===== config.mk =====
export PLATFORM = sky130hd
export DESIGN_NAME = pipe_skid_reg_flat
export DESIGN_NICKNAME = d
export VERILOG_FILES = /design/src/rtl/pipe_skid_reg_if.sv /design/src/rtl/pipe_skid_reg.sv /design/src/flat_wrapper.sv
export SDC_FILE = /design/constraint.sdc
export NUM_CORES = 1
export LEC_CHECK = 0
export CORE_ASPECT_RATIO = 1.2
export CORE_UTILIZATION = 54
export CTS_CLUSTER_DIAMETER = 200
export DETAILED_ROUTE_END_ITERATION = 10
export GPL_ROUTABILITY_DRIVEN = 1
export PLACE_DENSITY = 0.87
export SLEW_MARGIN = 30
export SYNTH_ARGS = -nofsm -noshare
export SYNTH_HDL_FRONTEND = slang
export SYNTH_SLANG_ARGS = --single-unit

===== constraint.sdc =====
create_clock -name clk -period 4.5 [get_ports clk]
set_input_delay 0.9 -clock clk [delete_from_list [all_inputs] [get_ports clk]]
set_output_delay 0.9 -clock clk [all_outputs]
set_load 0.005 [all_outputs]

===== src/rtl/pipe_skid_reg_if.sv =====
// pipe_skid_reg_if: valid/ready/data handshake between pipeline stages.
interface pipe_skid_reg_if #(
    parameter int WIDTH = 32
);
    logic             valid;
    logic             ready;
    logic [WIDTH-1:0] data;
    modport master (output valid, output data, input ready);
    modport slave (input valid, input data, output ready);
endinterface


===== src/rtl/pipe_skid_reg.sv =====
// pipe_skid_reg: two-entry skid register stage with registered in_ready and flush.
module pipe_skid_reg #(
    parameter int               WIDTH      = 32,
    parameter logic [WIDTH-1:0] FLUSH_DATA = '0
) (
    input  logic                   clk,
    input  logic                   rst,
    input  logic                   i_flush,
    pipe_skid_reg_if.slave         s_in,
    pipe_skid_reg_if.master        m_out,
    output logic [1:0]             o_occupancy,
    output logic                   o_flush_drop
);
    typedef enum logic [1:0] {EMPTY, HALF, FULL} state_t;
    state_t           r_state;
    logic             r_main_v;
    logic             r_skid_v;
    logic             r_in_ready;
    logic [1:0]       r_occ;
    logic             r_drop;
    logic [WIDTH-1:0] r_main_d;
    logic [WIDTH-1:0] r_skid_d;
    logic             w_acc;
    logic             w_con;
    assign w_acc        = s_in.valid & r_in_ready;
    assign w_con        = r_main_v & m_out.ready;
    assign s_in.ready   = r_in_ready;
    assign m_out.valid  = r_main_v;
    assign m_out.data   = r_main_d;
    assign o_occupancy  = r_occ;
    assign o_flush_drop = r_drop;
    // in_ready, occupancy and the valid bits are registered alongside the state
    always_ff @(posedge clk or posedge rst) begin
        if (rst) begin
            r_state    <= EMPTY;
            r_main_v   <= 1'b0;
            r_skid_v   <= 1'b0;
            r_in_ready <= 1'b1;
            r_occ      <= 2'd0;
            r_drop     <= 1'b0;
            r_main_d   <= FLUSH_DATA;
            r_skid_d   <= FLUSH_DATA;
        end else begin
            r_drop <= i_flush & (r_main_v | r_skid_v | w_acc);
            if (i_flush) begin
                r_state    <= EMPTY;
                r_main_v   <= 1'b0;
                r_skid_v   <= 1'b0;
                r_in_ready <= 1'b1;
                r_occ      <= 2'd0;
                r_main_d   <= FLUSH_DATA;
                r_skid_d   <= FLUSH_DATA;
            end else begin
                case (r_state)
                    EMPTY: if (w_acc) begin
                        r_main_d <= s_in.data;
                        r_main_v <= 1'b1;
                        r_occ    <= 2'd1;
                        r_state  <= HALF;
                    end
                    HALF: if (w_acc && w_con) begin
                        r_main_d <= s_in.data;
                    end else if (w_acc) begin
                        r_skid_d   <= s_in.data;
                        r_skid_v   <= 1'b1;
                        r_in_ready <= 1'b0;
                        r_occ      <= 2'd2;
                        r_state    <= FULL;
                    end else if (w_con) begin
                        r_main_v <= 1'b0;
                        r_occ    <= 2'd0;
                        r_state  <= EMPTY;
                    end
                    FULL: if (w_con) begin
                        r_main_d   <= r_skid_d;
                        r_skid_v   <= 1'b0;
                        r_in_ready <= 1'b1;
                        r_occ      <= 2'd1;
                        r_state    <= HALF;
                    end
                    default: begin
                        r_state    <= EMPTY;
                        r_main_v   <= 1'b0;
                        r_skid_v   <= 1'b0;
                        r_in_ready <= 1'b1;
                        r_occ      <= 2'd0;
                    end
                endcase
            end
        end
    end
endmodule


===== src/flat_wrapper.sv =====
// flat-port wrapper written by rule: the top's interface ports become plain ports
module pipe_skid_reg_flat 
#(
    parameter int               WIDTH      = 32,
    parameter logic [WIDTH-1:0] FLUSH_DATA = '0
)
  (clk, rst, i_flush, o_occupancy, o_flush_drop, s_in_valid, s_in_data, s_in_ready, m_out_valid, m_out_data, m_out_ready);
  pipe_skid_reg_if #(.WIDTH(WIDTH)) s_in_i ();
  pipe_skid_reg_if #(.WIDTH(WIDTH)) m_out_i ();
  input  logic clk;
  input  logic rst;
  input  logic i_flush;
  output logic [1:0] o_occupancy;
  output logic o_flush_drop;
  input wire logic [$bits(s_in_i.valid)-1:0] s_in_valid;
  input wire logic [$bits(s_in_i.data)-1:0] s_in_data;
  output wire logic [$bits(s_in_i.ready)-1:0] s_in_ready;
  output wire logic [$bits(m_out_i.valid)-1:0] m_out_valid;
  output wire logic [$bits(m_out_i.data)-1:0] m_out_data;
  input wire logic [$bits(m_out_i.ready)-1:0] m_out_ready;
  assign s_in_i.valid = s_in_valid;
  assign s_in_i.data = s_in_data;
  assign s_in_ready = s_in_i.ready;
  assign m_out_valid = m_out_i.valid;
  assign m_out_data = m_out_i.data;
  assign m_out_i.ready = m_out_ready;
  pipe_skid_reg #(.WIDTH(WIDTH), .FLUSH_DATA(FLUSH_DATA)) u_core (.clk(clk), .rst(rst), .i_flush(i_flush), .s_in(s_in_i), .m_out(m_out_i), .o_occupancy(o_occupancy), .o_flush_drop(o_flush_drop));
endmodule

**Word level (Yosys, flattened, before mapping)**

Index checks and enable logic that the tools add are counted.
W data, S select, Z words.

- Multiplexer cells: 29
- Add/subtract/negate cells: 0
- Shift operators: 0
- Bitwise gates (word level): 5
- Reductions and logical operators: 10
- Divide/modulo/power cells: 0
- Magnitude comparators: 0
- Eq/ne operators: 13
- Multipliers: 0

Operators by type and width:

| cell | count |
|---|---|
| $mux W32 | 7 |
| $pmux W32 S3 | 1 |
| $ne A3 B2 Y1 const B | 5 |
| $mux W2 | 6 |
| $reduce_and A4 Y1 | 3 |
| $mux W1 | 11 |
| $pmux W1 S3 | 3 |
| $ne A2 B2 Y1 const B | 3 |
| $ne A3 B3 Y1 const B | 2 |
| $pmux W2 S3 | 1 |
| $reduce_and A5 Y1 | 1 |
| $ne A4 B2 Y1 const B | 1 |
| $reduce_bool A2 Y1 | 2 |
| $reduce_bool A4 Y1 | 1 |
| $and A1 B1 Y1 | 3 |
| $reduce_and A3 Y1 | 1 |
| $eq A2 B1 Y1 const B | 1 |
| $eq A2 B2 Y1 const B | 1 |
| $logic_not A2 Y1 | 1 |
| $or A1 B1 Y1 | 2 |
| $logic_and A1 B1 Y1 | 1 |

- Bits in writable memories: 0
- Register bits after elaboration: 70
- ROM bits: 0
- Input port bits: 37
- Bits in latches: 0
- Output and inout bits: 37
- Memories kept: 0
- Logic and storage cells: 64

**Longest topological paths before layout**

Gate-level depths: netlist of run 1.

- Depth in word-level cells: 6
- Mapped depth: 9
- Mapped depth without buffers: 6

**Worst setup path before layout of run 1**

OpenSTA, ideal clock, no wires.

- Path type: input-to-reg
- From: in m_out_ready
- To: reg u_core.r_state[0]
- Data required time: 4.375 ns
- Slack: 2.475 ns
- Data arrival time: 1.900 ns
- Stages: 6
- Buffers on the path: 2
- Library setup time: 0.125 ns
- Path through: and2_1 > buf_4 > o32ai_2 > buf_6 > a31oi_1 > mux2_2

- Cells in the longest elaborated chain, start to end: 4
- Elaborated cells between the ends (all ways): 6
- Those cells by class: eq/ne: 3; bitwise: 1; reduce/logical: 2

Ends and longest elaborated chain:

| item | RTL line | RTL |
|---|---|---|
| start, declared | flat_wrapper.sv:20 | `input wire logic [$bits(m_out_i.ready)-1:0] m_out_ready;` |
| $and A1 B1 Y1 * | pipe_skid_reg.sv:26 | `assign w_con = r_main_v & m_out.ready;` |
| $logic_and A1 B1 Y1 | pipe_skid_reg.sv:61 | `HALF: if (w_acc && w_con) begin` |
| $ne A3 B3 Y1 (no source line) | - |  |
| $reduce_and A4 Y1 (no source line) * | - |  |
| end signal, assigned | pipe_skid_reg.sv:35 | `r_state <= EMPTY;` |
| end signal, assigned | pipe_skid_reg.sv:59 | `r_state <= HALF;` |
| end signal, assigned | pipe_skid_reg.sv:68 | `r_state <= FULL;` |
| end, declared | pipe_skid_reg.sv:15 | `state_t r_state;` |

Every way passes the cells marked *; elsewhere a longest branch is shown, timed or not.
A chain may end at the register's enable or synchronous reset.

**Worst setup path after layout of run 1**

- From: in i_flush
- To: reg u_core.r_main_d[24], in the netlist u_core.m_out.data[24]

- Cells in the longest elaborated chain, start to end: 2
- Elaborated cells between the ends (all ways): 6
- Those cells by class: eq/ne: 3; mux: 1; reduce/logical: 2

Ends and longest elaborated chain:

| item | RTL line | RTL |
|---|---|---|
| start, declared | flat_wrapper.sv:12 | `input logic i_flush;` |
| $ne A3 B2 Y1 (no source line) or $reduce_bool A4 Y1 (tied branches) | - |  |
| $reduce_and A4 Y1 (no source line) | - |  |
| end signal, assigned | pipe_skid_reg.sv:56 | `r_main_d <= s_in.data;` |
| end signal, assigned | pipe_skid_reg.sv:62 | `r_main_d <= s_in.data;` |
| end signal, assigned | pipe_skid_reg.sv:75 | `r_main_d <= r_skid_d;` |
| end, declared | pipe_skid_reg.sv:21 | `logic [WIDTH-1:0] r_main_d;` |

Several ways; a longest one is shown, not always the timed one.

==> results of run 1 <==
==> final cells by class <==
class,count,area (sq um)
sequential,70,1750
fill,414,1510
multi-input combinational,161,1410
timing repair buffer,79,787
clock buffer,10,138
tap,80,100
clock inverter,6,61.3
inverter,6,25.0
==> state kept, by name, summed over array words and instances, names as in the netlist <==
register,cells
u_core.r_skid_v,1
u_core.r_state,2
u_core.o_flush_drop,1
u_core.r_skid_d,32
u_core.m_out.valid,1
u_core.s_in.ready,1
u_core.m_out.data,32
==> worst max-delay path: stages <==
cell and delay [ns]:
buf_2 0.69, nand2b_2 0.32, o32ai_4 0.24, buf_4 0.36, o21ai_0 0.28, o41ai_2 0.14
==> routing by layer <==
| layer | up-vias | wire length (um) |
|---|---|---|
| met5 | - | 0 |
| met4 | 0 | 118 |
| met3 | 11 | 270 |
| met2 | 77 | 4030 |
| met1 | 1244 | 3360 |
| li1 | 1156 | - |
==> worst max path at each step <==
stage / startpoint / to
after global placement: i_flush / u_core.m_out.data[22]
final: i_flush / u_core.m_out.data[24]
after floorplan: rst / u_core.m_out.data[0]
after detailed placement: i_flush / u_core.m_out.data[24]
after CTS: i_flush / u_core.m_out.data[24]
after global routing: i_flush / u_core.m_out.data[27]
==> cells in the final DEF (no fill, tap or decap), drive strengths merged <==
| cell | count |
|---|---|
| clkbuf | 10 |
| and4 | 1 |
| bufinv | 1 |
| nor2 | 7 |
| o32ai | 2 |
| nand2 | 2 |
| a31oi | 2 |
| clkinv | 4 |
| o21ai | 32 |
| a21oi | 1 |
| ha | 4 |
| a22oi | 1 |
| clkinvlp | 1 |
| dfstp | 1 |
| clkdlybuf4s50 | 72 |
| buf | 7 |
| o31a | 1 |
| mux2i | 32 |
| xnor2 | 1 |
| a211oi | 1 |
| mux2 | 1 |
| o41ai | 32 |
| a22o | 33 |
| nor3 | 2 |
| and2 | 2 |
| dfrtp | 69 |
| o22ai | 1 |
| inv | 6 |
| o2bb2ai | 1 |
| nand2b | 2 |
==> power by group <==
group	total, W	switching (W)	internal, W
Clock	0.000503	0.000234	0.000269
Combinational	0.00102	0.000487	0.000531
Sequential	0.000969	0.000140	0.000829
==> metrics by stage <==
stage | total power [W] | setup WS (ns) | std cells
detailed placement | 0.00198 | 1.38 | 395
global route | 0.00262 | 1.56 | 412
floorplan | 0.00149 | 1.83 | 265
global placement | 0.00193 | 1.53 | 395
finish | 0.00249 | 1.73 | 412
CTS | 0.00249 | 1.74 | 411
==> logic make-up (layout without fill, tap and decap cells) <==
kind of cell             after synthesis  in the layout  synth area share
XOR/XNOR                               1              1           0.00265
flip-flops                            70             70             0.530
adder cells (fa/ha/maj)                4              4            0.0151
multiplexers                          33             33             0.100
AO/OA/AOI/OAI                        107            107             0.271
AND/OR/NAND/NOR                       16             16            0.0276
buffers and inverters                 34            101            0.0533
==> flow_metrics.tcl, run 1 <==
set metrics [dict create \
    status "finished, final reports clean" \
    ys_warn_count 0 \
    maxCapViolations 0 \
    postPlaceCellArea_sq_um 4070 \
    clock-skew-final_ns 0.0127 \
    met3_usage 0.0518 \
    synth.top_cell.area_share 0.522 \
    dpl.hpwl_um 5050 \
    drive_above_1_share 0.127 \
    synth_cell_type_count 32 \
    worstPathRequired_ns 4.69 \
    synth_nets 306 \
    worstSetupEndpointType "flop" \
    cts_resized 0 \
    cts_tree "yes" \
    whs_ns 0.507 \
    async_flop_share 1.00 \
    io_pins 74 \
    path_max_fanout 42 \
    synth_most_common_cell "dfrtp_1" \
    hold_buffers 0 \
    rrSetupSlack_ns 1.93 \
    use_met2 0.433 \
    reg2reg_depth 6 \
    overflow 0 \
    wl_per_cell_um 18.9 \
    tightest_slew_ns 0.926 \
    drc 0 \
    num_antenna_cells 0 \
    first_pass_iters 4 \
    hold_viol_final 0 \
    vias_per_cell 6.04 \
    fmax_mhz 361 \
    track_usage 0.259 \
    syn-cell-area_sq_um 3310 \
    syn_avg_cell_area_sq_um 12.5 \
    r2r_end "u_core.m_out.data[24]" \
    ys_seq_area_frac 0.530 \
    grt-busiest-layer "met2" \
    io_buffer_count 73 \
    design_area_sq_um 4280 \
    cp-start-kind "input pin" \
    ant_nets 0 \
    core_sq_um 5780 \
    p_leak_nw 1.79 \
    nNetsFinal 368 \
    period_share 0.616 \
    slew_headroom 0.383 \
    path_clk_slew_ns 0.08 \
    synthFlopType "dfrtp_1" \
    regToRegStartpoint "u_core.r_state[0]" \
    criticalPathCategory "input pin to flop" \
    start_util 0.572 \
    drt_iter0_drc 239 \
    fp.dieH_um 87.7 \
    ctsLongestPathBuffers 2 \
    syn_inst 265 \
    synth_area_leaders "dfrtp_1 (52%), mux2i_1 (9.7%), a22o_1 (8.7%), o41ai_1 (5.8%), o41ai_2 (4.9%)" \
    grt_pass1_wl_um 12500 \
    wirelength_um 7780 \
    antenna_found_initial 0 \
    synth_edf_count 0 \
    die_w_um 73.5 \
    vias 2488 \
    fin_util 0.740 \
    grt_max_degree 54 \
    htreeDepth 3 \
    setup-tns-final_ns 0 \
    timing.final.max_slew_violations 0 \
    peakVddDrop_mv 0.333 \
    cts_made_buffers 9 \
    hp-start "u_core.r_skid_d[12]" \
    grt_pass1_vias 2508 \
    period_minus_slack_ns 2.77 \
    hold_class "flop to flop" \
    synth-seq-cells 70 \
    dieArea_sq_um 6440 \
    power_density_nw_per_um2 582 \
    cts_sinks 70 \
    area_delta_synth_final_pct 29.2 \
    worst_hold_path.num_cells 1 \
    worstSkewPairLatency_ns 0.34 \
    fp-row-count 30 \
    cts_setup_buffers 0 \
    rsz0062_at_grt "no" \
    critPathArrivalTime_ns 2.96 \
    setup_viol 0 \
    worstHoldEndpoint "u_core.r_skid_d[12]" \
    yosysTopAreaCell "dfrtp_1" \
    place_congestion 0.773 \
    synth_common_cells "dfrtp_1 (69), a22o_1 (33), mux2i_1 (32), o21ai_0 (32), o41ai_1 (22)" \
    cts-root-buf "clkbuf_8" \
    grtUsageMet1 0.332 \
]
(Power assumes the default switching activity.)
==> run 2: changes to the inputs <==
CORE_UTILIZATION = 50   (was 54)
PLACE_DENSITY = 0.81   (was 0.87)
clock period = 2.91 ns   (was 4.5 ns; I/O delays follow)
==> flow_metrics.tcl, run 2 (synthesis results as in run 1) <==
set metrics [dict create \
    io_buffer_count 73 \
    grt_pass1_vias 2612 \
    maxCapViolations 0 \
    cts-root-buf "clkbuf_8" \
    power_frac_comb 0.418 \
    p_sw_frac 0.343 \
    cts_sinks 70 \
    setup-tns-final_ns 0 \
    ant_nets 0 \
    cts_made_buffers 9 \
    p_int_w 0.00248 \
    grt_max_degree 49 \
    vias_per_cell 6.04 \
    wirelength_um 7690 \
    slew_headroom 0.592 \
    worstSetupEndpointType "flop" \
    period_share 0.778 \
    antenna_found_initial 0 \
    fin_util 0.669 \
    cp-start-kind "flop" \
    hold_class "flop to flop" \
    start_util 0.516 \
    period_minus_slack_ns 2.26 \
    design_area_sq_um 4280 \
    hold_viol_final 0 \
    htreeDepth 3 \
    area_delta_synth_final_pct 29.5 \
    dieArea_sq_um 6950 \
    core_sq_um 6410 \
    worstSkewPairLatency_ns 0.34 \
    fp.dieH_um 91.1 \
    timing.final.max_slew_violations 0 \
    first_pass_iters 4 \
    postPlaceCellArea_sq_um 4110 \
    final_cell_mix "clkdlybuf4s50_1 (72), dfrtp_1 (69), a22o_1 (33), mux2i_1 (32), o21ai_0 (32)" \
    power_w 0.00377 \
    setup_viol 0 \
    dpl.hpwl_um 4950 \
    wl_per_cell_um 18.3 \
    clock-skew-final_ns 0.00590 \
    die_w_um 76.3 \
    worstPathRequired_ns 3.14 \
    path_max_fanout 48 \
    place_congestion 0.813 \
    fp-row-count 32 \
    p_switching_w 0.00129 \
    criticalPathCategory "flop to flop" \
    hold_buffers 0 \
    layout_commonest_cell "clkdlybuf4s50_1" \
    track_usage 0.238 \
    ctsLongestPathBuffers 2 \
    path_clk_slew_ns 0.07 \
    power.clock.fraction 0.189 \
    vias 2541 \
    nNetsFinal 374 \
    p_leak_nw 1.81 \
    tightest_slew_ns 0.611 \
    overflow 0 \
    cts_setup_buffers 0 \
    grt_pass1_wl_um 13000 \
    num_antenna_cells 0 \
    drt_iter0_drc 171 \
    preCtsSetupSlack_ns 0.479 \
    critPathArrivalTime_ns 2.49 \
    setup_ws_ns 0.646 \
    multi_input_area_sq_um 1410 \
    fmax_mhz 442 \
    peakVddDrop_mv 0.390 \
    rsz0062_at_grt "no" \
    drc 0 \
    cts_tree "yes" \
    cts_resized 0 \
    fillers 504 \
    drive_above_1_share 0.134 \
    io_pins 74 \
    power_density_nw_per_um2 880 \
    status "finished, final reports clean" \
    ff_latch_area_sq_um 1750 \
    seqPwrFrac 0.393 \
]
run 2: worst max-delay path, cell delays in order, from the launching register on:
cell	delay, ns
dfrtp_1	0.45
inv_1	0.11
ha_1	0.33
inv_1	0.12
o32ai_4	0.33
buf_4	0.46
o21ai_0	0.23
o41ai_2	0.09
run 2: worst paths after layout:
kind,endpoint,depth (start not counted),slack (ns),startpoint
worst max-delay path,u_core.m_out.data[17],7,0.65,u_core.r_state[0]
worst min-delay path,u_core.s_in.ready,2,0.50,u_core.s_in.ready
worst max register to register,u_core.m_out.data[17],7,0.65,u_core.r_state[0]
worst min register to register,u_core.s_in.ready,2,0.50,u_core.s_in.ready
max in group asynchronous,u_core.m_out.data[7],3,1.64,rst
min in group asynchronous,u_core.r_skid_d[18],2,0.64,rst
run 2: final cells by class:
| cell class | instances | share of cell area |
|---|---|---|
| Timing Repair Buffer | 85 | 0.190 |
| Sequential cell | 70 | 0.409 |
| Clock buffer | 13 | 0.0394 |
| Clock inverter | 1 | 0.00117 |
| Inverter | 6 | 0.00526 |
| Multi-Input combinational cell | 161 | 0.330 |
| Tap cell | 85 | 0.0248 |
run 2: per-layer routing:
metal  part of all wire  wire (um)  GRT usage  vias to the layer above
met5                  0          0          0                        -
met4              0.030        234      0.152                        0
met3              0.034        258     0.0291                       17
met2               0.49       3760      0.379                       80
met1               0.45       3430      0.309                     1283
li1                   -          -          -                     1161
run 2: stage by stage:
stage / cells / hold WS, ns
after floorplan: 265 / 0.467
after global routing: 421 / 0.519
after CTS: 421 / 0.503
after detailed placement: 407 / 0.491
final: 421 / 0.500
after global placement: 407 / 0.486
run 2: power groups by stage:
stage                     Combinational, W  Clock, W  Sequential (W)
after floorplan                   0.000846         0         0.00146
after global placement             0.00152         0         0.00148
after detailed placement           0.00157         0         0.00149
after CTS                          0.00159  0.000715         0.00148
after global routing               0.00170  0.000755         0.00152
final                              0.00158  0.000711         0.00148
